`src/rtl/array_multi_read_pkg.sv`:
```
// Shared definitions for the array_multi_read sequencer: state encoding,
// packed-slice helper macros and a width helper.
`default_nettype none

`ifndef ARRAY_MULTI_READ_PKG_SV
`define ARRAY_MULTI_READ_PKG_SV

// Indexed slice of a packed vector of equal-width fields (index 0 in the LSBs).
`define AMR_SLICE(vec, i, w) vec[(i)*(w) +: (w)]

package array_multi_read_pkg;

  typedef enum logic [1:0] {
    ST_IDLE  = 2'd0,
    ST_ISSUE = 2'd1,
    ST_WAIT  = 2'd2,
    ST_DONE  = 2'd3
  } state_e;

  // Ceiling log2, never less than 1 so a single-entry index still has a bit.
  function automatic int clog2_min1(input int n);
    int r;
    r = 0;
    for (int i = 0; i < 31; i++) begin
      if ((1 << i) < n) r = i + 1;
    end
    return (r < 1) ? 1 : r;
  endfunction

endpackage

`endif

`default_nettype wire

```
`src/rtl/array_read_match.sv`:
```
// Combinational priority match of addr[idx] against addr[0..idx-1]; reports
// the lowest matching index. Built only with ARRAY_MULTI_READ_COALESCE_EN.
`default_nettype none

`ifdef ARRAY_MULTI_READ_COALESCE_EN
module array_read_match
  import array_multi_read_pkg::*;
#(
  parameter int N_READS = 3,
  parameter int ADDR_N  = 8,
  parameter int IDX_N   = 2
) (
  input  logic [N_READS*ADDR_N-1:0] addr_i,
  input  logic [IDX_N-1:0]          idx_i,
  output logic                      hit_o,
  output logic [IDX_N-1:0]          hit_idx_o
);

  logic [ADDR_N-1:0] cur;

  always_comb begin
    cur       = `AMR_SLICE(addr_i, idx_i, ADDR_N);
    hit_o     = 1'b0;
    hit_idx_o = '0;
    // Scan downwards so the last assignment is the lowest matching index.
    for (int j = N_READS - 1; j >= 0; j--) begin
      if ((j < int'(idx_i)) && (`AMR_SLICE(addr_i, j, ADDR_N) == cur)) begin
        hit_o     = 1'b1;
        hit_idx_o = IDX_N'(j);
      end
    end
  end

endmodule
`endif

`default_nettype wire

```
`src/rtl/array_multi_read.sv`:
```
// N-way read sequencer: takes a batch of addresses, reads them one at a time
// from a single-port array and returns all words together.
// Optional duplicate-address coalescing: ARRAY_MULTI_READ_COALESCE_EN.
`default_nettype none

module array_multi_read
  import array_multi_read_pkg::*;
#(
  parameter int N_READS = 3,
  parameter int ADDR_N  = 8,
  parameter int INT_N   = 8
) (
  input  logic                       clk,
  input  logic                       rst,
  input  logic                       in_valid,
  output logic                       in_ready,
  input  logic [N_READS*ADDR_N-1:0]  addr_in,
  output logic                       out_valid,
  input  logic                       out_ready,
  output logic [N_READS*INT_N-1:0]   data_out,
  output logic                       arr_req_valid,
  input  logic                       arr_req_ready,
  output logic [ADDR_N-1:0]          arr_addr,
  input  logic                       arr_rvalid,
  input  logic [INT_N-1:0]           arr_rdata
);

  localparam int              IDX_N    = clog2_min1(N_READS);
  localparam logic [IDX_N-1:0] LAST_IDX = IDX_N'(N_READS - 1);

  state_e                    state_q, state_d;
  logic [IDX_N-1:0]          idx_q, idx_d;
  logic [N_READS*ADDR_N-1:0] addr_q, addr_d;
  logic [N_READS*INT_N-1:0]  data_q, data_d;
  logic [ADDR_N-1:0]         cur_addr;

  assign cur_addr = `AMR_SLICE(addr_q, idx_q, ADDR_N);

`ifdef ARRAY_MULTI_READ_COALESCE_EN
  logic             hit;
  logic [IDX_N-1:0] hit_idx;

  array_read_match #(
    .N_READS (N_READS),
    .ADDR_N  (ADDR_N),
    .IDX_N   (IDX_N)
  ) u_match (
    .addr_i    (addr_q),
    .idx_i     (idx_q),
    .hit_o     (hit),
    .hit_idx_o (hit_idx)
  );
`endif

  always_ff @(posedge clk or posedge rst) begin
    if (rst) begin
      state_q <= ST_IDLE;
      idx_q   <= '0;
      addr_q  <= '0;
      data_q  <= '0;
    end else begin
      state_q <= state_d;
      idx_q   <= idx_d;
      addr_q  <= addr_d;
      data_q  <= data_d;
    end
  end

  always_comb begin
    state_d       = state_q;
    idx_d         = idx_q;
    addr_d        = addr_q;
    data_d        = data_q;
    in_ready      = 1'b0;
    out_valid     = 1'b0;
    arr_req_valid = 1'b0;

    case (state_q)
      ST_IDLE: begin
        in_ready = 1'b1;
        if (in_valid) begin
          addr_d  = addr_in;
          idx_d   = '0;
          state_d = ST_ISSUE;
        end
      end

      ST_ISSUE: begin
`ifdef ARRAY_MULTI_READ_COALESCE_EN
        // A repeated address copies the earlier word instead of re-reading it.
        if (hit) begin
          `AMR_SLICE(data_d, idx_q, INT_N) = `AMR_SLICE(data_q, hit_idx, INT_N);
          if (idx_q == LAST_IDX) state_d = ST_DONE;
          else                   idx_d   = idx_q + 1'b1;
        end else
`endif
        begin
          arr_req_valid = 1'b1;
          if (arr_req_ready) state_d = ST_WAIT;
        end
      end

      ST_WAIT: begin
        if (arr_rvalid) begin
          `AMR_SLICE(data_d, idx_q, INT_N) = arr_rdata;
          if (idx_q == LAST_IDX) begin
            state_d = ST_DONE;
          end else begin
            idx_d   = idx_q + 1'b1;
            state_d = ST_ISSUE;
          end
        end
      end

      ST_DONE: begin
        out_valid = 1'b1;
        if (out_ready) state_d = ST_IDLE;
      end

      default: state_d = ST_IDLE;
    endcase
  end

  // Address is forced to zero outside ISSUE so the bus is quiet when idle.
  assign arr_addr = (state_q == ST_ISSUE) ? cur_addr : '0;
  assign data_out = data_q;

endmodule

`default_nettype wire

```
`config.mk`:
```
export PLATFORM = sky130hd
export DESIGN_NAME = array_multi_read
export DESIGN_NICKNAME = d
export VERILOG_FILES = /design/src/rtl/array_multi_read_pkg.sv /design/src/rtl/array_read_match.sv /design/src/rtl/array_multi_read.sv
export SDC_FILE = /design/constraint.sdc
export NUM_CORES = 1
export LEC_CHECK = 0
export CORE_ASPECT_RATIO = 0.7
export CORE_MARGIN = 8
export CORE_UTILIZATION = 45
export DETAILED_ROUTE_END_ITERATION = 10
export PLACE_DENSITY = 0.86
export SETUP_SLACK_MARGIN = 0.02
export SLEW_MARGIN = 25
export SYNTH_ARGS = -nofsm -noshare
export SYNTH_HDL_FRONTEND = slang
export SYNTH_SLANG_ARGS = --single-unit
```
`constraint.sdc`:
```
create_clock -name clk -period 2.1 [get_ports clk]
set_input_delay 0.42 -clock clk [delete_from_list [all_inputs] [get_ports clk]]
set_output_delay 0.42 -clock clk [all_outputs]
set_load 0.005 [all_outputs]
```
==> results.py <==
metrics = {
    "layout": {
        "nets": 306,
        "num_antenna_cells": 0,
        "final_common_cell": "clkdlybuf4s50_1",
        "fill_cells": 398,
        "area_growth_pct": 40.3,
        "post-route-util": 0.654,
        "final_cell_mix": "clkdlybuf4s50_1 (64), dfrtp_1 (51), a22o_1 (24)",
        "drive_above_1_share": 0.268,
    },
    "detailed_routing": {
        "postRouteAntennaNets": 0,
        "drt_iter0_drc": 88,
        "vias": 1770,
        "drt-wirelength-per-cell_um": 17.7,
        "drc_errors": 0,
        "drt_pass1_iterations": 4,
        "avgViaCountPerCell": 5.25,
        "routed_wl_mm": 5.95,
    },
    "logic_synthesis": {
        "syn_nets": 219,
        "ys_types": 33,
        "ys_ff_latch": 52,
        "synth_top_family_by_area": "multiplexers",
        "synthSimpleGateAreaFrac": 0.0986,
        "synthAdderAreaFrac": 0.0205,
        "synth_area_mm2": 0.00244,
        "seq_area_frac_synth": 0.534,
        "muxShareOfSynthArea": 0.183,
        "yosys_most_used_dff": "dfrtp_1",
        "synthCells": 177,
        "ys_warn_count": 0,
        "async_flop_share": 1.00,
        "avgSynthCellArea_um2": 13.8,
        "synth_edf_count": 0,
        "synth_compound_area_frac": 0.126,
        "synth_xor_area_frac": 0,
    },
    "setup_path": {
        "ff2ff_setup_slack_ns": 0.21,
        "critPathCaptureType": "primary output",
        "rr_startpoint": "idx_q[1]$_DFFE_PP0P_",
        "path_class": "flop to primary output",
        "slowest_delay_ns": 0.36,
        "crit_path_start_kind": "flop",
        "crit_fanout": 5,
        "path_cells": "buf_4 -> mux2_2 -> a22oi_1 -> nor2_1 -> dlygate4sd2_1",
        "r2r-end": "data_out[6]$_DFFE_PP0P_",
        "worstPathArrival_ns": 1.62,
        "cp_slowest_cell": "dfrtp_2",
        "reg2regPathDepth": 7,
        "required_ns": 1.68,
    },
    "sta": {
        "period_needed_ns": 2.04,
        "slew_headroom": 0.649,
        "setup_viol": 0,
        "finalHoldViolations": 0,
        "max_clock_freq_mhz": 490,
        "whs_ns": 0.467,
        "timing.final.crit_share": 0.971,
        "grt_setup_unrepaired": "yes",
        "tightest_slew_ns": 0.526,
        "finClkSkew_ns": 0.00848,
        "slew_viol_final": 0,
    },
    "pwr": {
        "p_per_area_mw_per_mm2": 1250,
        "p_clk_frac": 0.134,
        "peakVddDrop_mv": 1.00,
        "p_leak_nw": 1.56,
        "p_int_mw": 2.83,
        "power_frac_comb": 0.491,
        "seqPwrFrac": 0.375,
        "swShare": 0.335,
        "switchingPower_mw": 1.43,
    },
    "cts": {
        "cts.sinks": 52,
        "clk_path_buf_depth": 2,
        "path_clk_slew_ns": 0.10,
        "clock_latency_ns": 0.31,
        "h-tree-depth": 2,
        "cts_hold_buf": 0,
        "cts_tree": "yes",
        "cts_buffers": 5,
        "root_buffer": "clkbuf_8",
    },
    "placement": {
        "numPortBuffers": 72,
        "dpl.hpwl_mm": 4.35,
        "place.gp.congestion": 0.743,
    },
    "floorplan": {
        "boundaryPins": 73,
        "core_area_mm2": 0.00523,
        "die_y_um": 77.6,
        "start_util": 0.466,
        "placement_rows": 22,
        "dieArea_mm2": 0.00806,
        "die-width_um": 104,
    },
    "global_routing": {
        "grt_remaining_overflow": 0,
        "grt_use_total": 0.154,
        "grt_pass1_wl_mm": 10.2,
        "antenna_found_initial": 0,
        "grt_pass1_vias": 1897,
        "grt_max_degree": 29,
    },
    "min_path": {
        "holdCritPathClass": "input pin to async pin",
    },
    "job": {
        "cap_violations": 0,
    },
    "status": {
        "status": "complete, no violations",
    },
}
[worst max-delay path, delay by kind of cell (launching register included)]
family	cells	cell delay, ns
compound gates	1	0.15
buf+inv	2	0.42
flops	1	0.36
mux	1	0.34
simple gates	1	0.06
[repair_timing]
action                     CTS  global route
setup endpoints to repair    8             9
resized for setup           21             3
buffers inserted             4             0
[worst max path at each step]
stage                    startpoint                       end  cells past startpoint
6_report       idx_q[1]$_DFFE_PP0P_               arr_addr[4]                      5
5_1_grt        idx_q[1]$_DFFE_PP0P_               arr_addr[5]                      7
2_1_floorplan  idx_q[1]$_DFFE_PP0P_  data_out[10]$_DFFE_PP0P_                      6
3_5_place_dp   idx_q[1]$_DFFE_PP0P_               arr_addr[7]                      4
4_1_cts        idx_q[1]$_DFFE_PP0P_               arr_addr[7]                      5
3_3_place_gp   idx_q[1]$_DFFE_PP0P_               arr_addr[7]                      4
[power by group through the flow]
stage | Sequential, mW | Clock, mW | Combinational (mW)
after detailed placement | 1.63 | 0 | 2.04
after global routing | 1.64 | 0.620 | 2.27
final | 1.60 | 0.572 | 2.09
after CTS | 1.59 | 0.587 | 2.07
after global placement | 1.63 | 0 | 1.97
after floorplan | 1.55 | 0 | 1.33
[cell families (layout without fill, tap and decap cells)]
kind of cell / count (synthesis) / in the layout
flops: 52 / 52
compound gates: 39 / 39
simple gates: 34 / 34
mux: 33 / 33
buf+inv: 15 / 103
fa+ha+maj: 4 / 4
[sequential cells by signal (all words and copies together) (netlist names)]
| name | cells |
|---|---|
| idx_q | 2 |
| state_q | 2 |
| addr_q | 24 |
| data_out | 24 |
[metrics by stage]
stage | setup TNS (ns) | cells | area, um2 | power (mW) | worst slack (ns)
final | 0 | 337 | 3420 | 4.26 | 0.0603
after global routing | -0.0668 | 337 | 3420 | 4.53 | -0.0167
after CTS | 0 | 337 | 3410 | 4.25 | 0.0331
after detailed placement | 0 | 325 | 3310 | 3.67 | 0.00651
after global placement | 0 | 325 | 3310 | 3.60 | 0.104
after floorplan | 0 | 177 | 2440 | 2.88 | 0.412
[routing by layer]
| metal | share of wire | global-route usage | up-vias |
|---|---|---|---|
| met1 | 0.47 | 0.202 | 894 |
| met3 | 0.044 | 0.0355 | 5 |
| met5 | 0 | 0 | - |
| met2 | 0.47 | 0.250 | 53 |
| li1 | - | - | 818 |
| met4 | 0.012 | 0.0475 | 0 |
[cell type report]
class | count | area [um2] | share of cell area
multi-input combinational | 110 | 1060 | 0.310
timing repair buffer | 90 | 858 | 0.251
clock buffer | 6 | 72.6 | 0.0212
clock inverter | 2 | 13.8 | 0.00403
sequential | 52 | 1300 | 0.381
inverter | 5 | 21.3 | 0.00622
tap | 72 | 90.1 | 0.0264
[Yosys cell counts, types with 3 or more instances]
| cell | n | area (um2) |
|---|---|---|
| mux2_2 | 8 | 90.1 |
| mux2_1 | 4 | 45.0 |
| nor2_1 | 8 | 30.0 |
| clkbuf_1 | 3 | 11.3 |
| mux2_4 | 20 | 300 |
| nor2b_1 | 3 | 18.8 |
| a22oi_1 | 5 | 37.5 |
| buf_6 | 3 | 33.8 |
| a21oi_1 | 3 | 15.0 |
| o21ai_0 | 3 | 15.0 |
| dfrtp_1 | 52 | 1300 |
| a22o_1 | 24 | 210 |
| ha_1 | 4 | 50.1 |
| nand2_1 | 8 | 30.0 |
| inv_1 | 3 | 11.3 |
Note: power is estimated with default switching activity, not from simulation.
